--- config.mk ---
export PLATFORM = sky130hd
export DESIGN_NAME = wb_mem_master
export DESIGN_NICKNAME = d
export VERILOG_FILES = /design/src/rtl/wb_mem_master_pkg.sv /design/src/rtl/wb_mem_master_timeout_cnt.sv /design/src/rtl/wb_mem_master.sv
export SDC_FILE = /design/constraint.sdc
export NUM_CORES = 1
export LEC_CHECK = 0
export CORE_MARGIN = 8
export CORE_UTILIZATION = 39
export CTS_CLUSTER_DIAMETER = 60
export DETAILED_ROUTE_END_ITERATION = 7
export PLACE_DENSITY = 0.84
export SKIP_LAST_GASP = 1
export SLEW_MARGIN = 20
export SYNTH_ARGS = -nofsm -noshare
export SYNTH_HDL_FRONTEND = slang
export SYNTH_HIERARCHICAL = 1
export SYNTH_SLANG_ARGS = --single-unit
--- constraint.sdc ---
create_clock -name wb_clk_i -period 4.8 [get_ports wb_clk_i]
set_input_delay 0.72 -clock wb_clk_i [delete_from_list [all_inputs] [get_ports wb_clk_i]]
set_output_delay 0.72 -clock wb_clk_i [all_outputs]
set_load 0.03 [all_outputs]
--- src/rtl/wb_mem_master_pkg.sv ---
// wb_mem_master_pkg: shared state encoding and default widths/timeout for wb_mem_master.
package wb_mem_master_pkg;
   typedef enum logic [1:0] {
      IDLE       = 2'd0,
      CALIB_WAIT = 2'd1,
      ACTIVE     = 2'd2,
      RELEASE    = 2'd3
   } state_t;
   localparam int DEF_ADDR_W         = 27;
   localparam int DEF_DATA_W         = 32;
   localparam int DEF_TIMEOUT_CYCLES = 1024;
endpackage

--- src/rtl/wb_mem_master_timeout_cnt.sv ---
// wb_timeout_cnt: ACTIVE-cycle counter for wb_mem_master, flags expiry at LIMIT-1.
module wb_timeout_cnt
   import wb_mem_master_pkg::*;
#(
   parameter int LIMIT = DEF_TIMEOUT_CYCLES
) (
   input  logic i_clk,
   input  logic i_rst,
   input  logic i_clr,
   input  logic i_en,
   output logic o_expired
);
   localparam int CW = (LIMIT > 1) ? $clog2(LIMIT) : 1;
   logic [CW-1:0] r_cnt;
   always_ff @(posedge i_clk or posedge i_rst)
      if (i_rst) r_cnt <= '0;
      else if (i_clr) r_cnt <= '0;
      else if (i_en) r_cnt <= r_cnt + 1'b1;
   assign o_expired = r_cnt == CW'(LIMIT - 1);
endmodule

--- src/rtl/wb_mem_master.sv ---
// wb_mem_master: one CPU single-word request -> one classic Wishbone cycle, gated by DDR2 calibration.
// Optional bus timeout enabled by defining WB_MASTER_TIMEOUT_EN.
module wb_mem_master
   import wb_mem_master_pkg::*;
#(
   parameter int ADDR_W         = DEF_ADDR_W,
   parameter int DATA_W         = DEF_DATA_W,
   parameter int TIMEOUT_CYCLES = DEF_TIMEOUT_CYCLES
) (
   input  logic              wb_clk_i,
   input  logic              wb_rst_i,
   input  logic              req_i,
   input  logic              we_i,
   input  logic [3:0]        sel_i,
   input  logic [ADDR_W-1:0] adr_i,
   input  logic [DATA_W-1:0] dat_i,
   input  logic              calib_i,
   output logic              busy_o,
   output logic              done_o,
   output logic [DATA_W-1:0] rdata_o,
   output logic              err_o,
   output logic              wb_cyc_o,
   output logic              wb_stb_o,
   output logic              wb_we_o,
   output logic [3:0]        wb_sel_o,
   output logic [ADDR_W-1:0] wb_adr_o,
   output logic [DATA_W-1:0] wb_dat_o,
   input  logic [DATA_W-1:0] wb_dat_i,
   input  logic              wb_ack_i
);
   state_t r_state, w_next;
   logic   w_ack, w_to;
   assign w_ack = (r_state == ACTIVE) && wb_ack_i;
`ifdef WB_MASTER_TIMEOUT_EN
   logic w_exp;
   wb_timeout_cnt #(.LIMIT(TIMEOUT_CYCLES)) u_timeout (
      .i_clk     (wb_clk_i),
      .i_rst     (wb_rst_i),
      .i_clr     (r_state != ACTIVE),
      .i_en      (!wb_ack_i),
      .o_expired (w_exp)
   );
   assign w_to = (r_state == ACTIVE) && !wb_ack_i && w_exp;
`else
   assign w_to = 1'b0 && (TIMEOUT_CYCLES > 0);
`endif
   always_comb
      w_next = (r_state == IDLE)       ? (req_i ? (calib_i ? ACTIVE : CALIB_WAIT) : IDLE)
             : (r_state == CALIB_WAIT) ? (calib_i ? ACTIVE : CALIB_WAIT)
             : (r_state == ACTIVE)     ? ((wb_ack_i || w_to) ? RELEASE : ACTIVE)
             : IDLE;
   // RELEASE ignores ack: the responder still holds it high from the finished cycle
   always_ff @(posedge wb_clk_i or posedge wb_rst_i)
      if (wb_rst_i) begin
         r_state  <= IDLE;
         busy_o   <= 1'b0;
         done_o   <= 1'b0;
         err_o    <= 1'b0;
         rdata_o  <= '0;
         wb_cyc_o <= 1'b0;
         wb_stb_o <= 1'b0;
         wb_we_o  <= 1'b0;
         wb_sel_o <= '0;
         wb_adr_o <= '0;
         wb_dat_o <= '0;
      end else begin
         r_state  <= w_next;
         busy_o   <= w_next != IDLE;
         done_o   <= w_next == RELEASE;
         err_o    <= w_to;
         wb_cyc_o <= w_next == ACTIVE;
         wb_stb_o <= w_next == ACTIVE;
         if (r_state == IDLE && req_i) begin
            wb_we_o  <= we_i;
            wb_sel_o <= sel_i;
            wb_adr_o <= adr_i;
            wb_dat_o <= dat_i;
         end
         if (w_ack && !wb_we_o) rdata_o <= wb_dat_i;
         else if (w_to) rdata_o <= '0;
      end
endmodule
Yosys cells after proc, flatten, opt, wreduce, memory -nomap -nowiden
Cells that the tools add are included.
Widths: inputs -> output; s select.
{"block": "word_totals", "reg_bits": 101, "input_bits": 101}
{"block": "op_classes", "eq_ne": 4, "mux": 6, "reduce_logical": 6}
{"operator": "$mux 2", "n": 5}
{"operator": "$eq 2x2->1 const B", "n": 3}
{"operator": "$logic_and 1x1->1", "n": 3}
{"operator": "$eq 2x1->1 const B", "n": 1}
{"operator": "$logic_not 2->1", "n": 1}
{"operator": "$reduce_bool 2->1", "n": 1}
{"operator": "$logic_not 1->1", "n": 1}
{"operator": "$mux 1", "n": 1}

Depth between registers and ports, before layout
{"block": "depth", "depth_word": 5, "mapped_depth": 5, "mapped_depth_nobuf": 2}

Worst setup path before layout
No wires, ideal clock.
{"block": "synth_path", "kind": "input -> register", "from": "input wb_ack_i", "to": "register rdata_o[10]", "setup_time_ns": 0.125, "arrival_time_ns": 1.598, "slack_ns": 3.077, "path_stages": 4, "path_buffers": 2, "path_cell_list": "nor4bb_1 buf_4 buf_12 mux2_4"}
{"block": "synth_between", "elab_chain_cells": 2}
{"item": "start: declaration", "line_no": "wb_mem_master.sv:29", "rtl": "input logic wb_ack_i"}
{"item": "$logic_and 1x1->1", "line_no": "wb_mem_master.sv:33", "rtl": "assign w_ack = (r_state == ACTIVE) && wb_ack_i;"}
{"item": "$logic_and 1x1->1", "line_no": "wb_mem_master.sv:79", "rtl": "if (w_ack && !wb_we_o) rdata_o <= wb_dat_i;"}
{"item": "end signal: assignment", "line_no": "wb_mem_master.sv:79"}
{"item": "end: declaration", "line_no": "wb_mem_master.sv:20", "rtl": "output logic [DATA_W-1:0] rdata_o,"}
Every way passes these cells.
A chain may end at the register's enable or synchronous reset.

Final worst setup path
{"block": "layout_path", "from": "input req_i", "to": "register wb_dat_o[10]"}
{"block": "layout_between", "elab_chain_cells": 1}
{"item": "start: declaration", "line_no": "wb_mem_master.sv:12", "rtl": "input logic req_i,"}
{"item": "$logic_and 1x1->1", "line_no": "wb_mem_master.sv:73", "rtl": "if (r_state == IDLE && req_i) begin"}
{"item": "end signal: assignment", "line_no": "wb_mem_master.sv:77", "rtl": "wb_dat_o <= dat_i;"}
{"item": "end: declaration", "line_no": "wb_mem_master.sv:27", "rtl": "output logic [DATA_W-1:0] wb_dat_o,"}
Every way passes these cells.

==> metrics.cfg <==
[synthesis]
ys.flop_type=dfrtp_1
synth_top_area_share=0.635
synth-xor-area-share=0
synthAdderAreaFrac=0
syn_inst=225
syn_area_sq_um=3980
ys_ff_latch=101
syn_area_per_cell_sq_um=17.7
synth_commonest_cells=101 x dfrtp_1, 66 x mux2_2, 30 x mux2_4
synth_compound_area_frac=0.00849
yosys.cell_count.top_type=dfrtp_1
synthTopCellsByArea=dfrtp_1 63%, mux2_2 19%, mux2_4 11%, buf_6 2.0%, buf_12 1.5%
yosysSeqAreaShare=0.635
synth_nets=326
synth_top_family_by_area=multiplexers
ys_warn_count=6
synth_top_cell_by_area=dfrtp_1
synthArstFlopShare=1.00
yosys.area_share.simple=0.00817
synth-edff-count=0
yosys-mux-area-fraction=0.302
ys_types=17

[critical_path]
start_kind=primary input
critPathKind=in -> reg
setup.worst_path.end_class=register
crit_fanout=64
arrival_ns=2.54
crit_required_ns=5.04
r2r_cells=3

[clock_tree]
post_cts_resized=0
ctsHoldBuffers=0
clock-sinks=101
cts-root-buf=clkbuf_8
cts-htree-levels=3
postCtsSetupRepairBufs=0
clkTransAtPathRegs_ns=0.09
cts_buffers=9
tritoncts=built
clock_path_buffers=2
clk_latency_ns=0.35

[detailed_routing]
wl_per_cell_um=18.5
antenna_left=0
drtIter0Drc=128
dr_total_vias=2616
via_per_inst=4.61
first_pass_iters=4
drc_errors=0
drt_wl_total_um=10500

[floorplan]
design.die.area_sq_um=13700
ioPinCount=202
die_h_um=117
die_width_um=117
core-area_sq_um=10100
initial_core_util=0.393
rows=37

[timing]
drv_slew=0
fin_worst_skew_ns=0.0110
worst_slew_pin_slew_ns=0.850
min_period_ns=2.30
fmax_ghz=0.435
fin_tns_setup_ns=0
relSlewSlack=0.433
hold_violations=0
finalSetupViolCount=0
rsz0062_at_grt=no
fin_crit_sh=0.479

[power_and_ir_drop]
powerDensity_nw_per_um2=757
vdd_drop_max_mv=0.336
power_leakage_nw=2.61
total_power_mw=4.73

[job]
maxCapViolCount=0

[status]
status=completed

[final_layout]
num-nets-final=527
fillers=770
drive_gt1_frac=0.278
antenna_cells=0
area_delta_synth_final_pct=56.8
fin_util=0.616

[hold_path]
hold_depth=1
min_path_type=reg -> reg

[placed_design]
io_buffers=200
dp_hpwl_um=8090
gp_congestion=0.722

[global_routing]
grt_max_degree=71
antenna_found_initial=0
grt_pass1_vias=2914
grt_usage=0.154
grt-ovfl-total=0
grt_pass1_wl_um=15900

## metrics by stage
stage / setup WS, ns / cells / area (sq um) / hold slack (ns)
floorplan: 1.43 / 225 / 3980 / 0.505
global placement: 2.18 / 551 / 6040 / 0.489
detailed placement: 2.12 / 551 / 6040 / 0.491
CTS: 2.52 / 567 / 6240 / 0.516
global route: 2.41 / 567 / 6240 / 0.523
finish: 2.50 / 567 / 6240 / 0.510
## routing by layer
metal,global-route usage,share of wire,vias to the layer above
met5,0,0,-
met4,0.0768,0.025,0
met3,0.0662,0.12,18
met2,0.252,0.49,122
met1,0.168,0.37,1285
li1,-,-,1191
## state kept, by name (all words and copies together) (netlist names)
register and flops:
wb_adr_o 27, wb_dat_o 32, wb_stb_o 1, rdata_o 32
busy_o 1, wb_sel_o 4, wb_we_o 1, done_o 1
r_state 2
## logic make-up (layout without fill, tap and decap cells)
family	Yosys count	in the layout
buf+inv	17	223
simple gates	4	4
other cells	1	1
compound gates	5	5
flops	101	101
mux	97	97
## final cells by class
| class | count | area (sq um) | area share |
|---|---|---|---|
| clock buffers | 14 | 193 | 0.0309 |
| flip-flops and latches | 101 | 2530 | 0.405 |
| well taps | 136 | 170 | 0.0273 |
| clock inverters | 2 | 13.8 | 0.00220 |
| repair buffers | 204 | 2030 | 0.325 |
| multi-input cells | 107 | 1290 | 0.207 |
| inverters | 3 | 13.8 | 0.00220 |
## where the power goes
| group | internal (mW) | total (mW) | switching, mW | leakage, nW |
|---|---|---|---|---|
| sequential | 1.29 | 1.53 | 0.247 | 1.20 |
| combinational | 1.30 | 2.65 | 1.36 | 1.31 |
| clock | 0.260 | 0.540 | 0.280 | 0.109 |
## path summary, 6_finish.rpt
| path | startpoint | to | slack [ns] |
|---|---|---|---|
| worst max-delay path | req_i | wb_dat_o[10] | 2.50 |
| worst min-delay path | wb_dat_o[11] | wb_dat_o[11] | 0.51 |
| worst max register to register | r_state[0] | wb_dat_o[10] | 2.86 |
| worst min register to register | wb_dat_o[11] | wb_dat_o[11] | 0.51 |
| max in group asynchronous | wb_rst_i | busy_o | 2.95 |
| min in group asynchronous | wb_rst_i | rdata_o[3] | 0.90 |
## cells in the final DEF, fill, tap and decap left out, types with 2 or more instances in the layout
cell type	instances
clkdlybuf4s50_1	200
dfrtp_1	101
mux2_2	66
mux2_4	30
clkbuf_8	14
buf_4	4
inv_1	2
o21bai_1	2
## worst max-delay path, cell delays in order
cell and delay, ns:
clkdlybuf4s50_1 0.53, nor3b_2 0.18, buf_4 0.62, mux2_2 0.42
(Power assumes the default switching activity.)
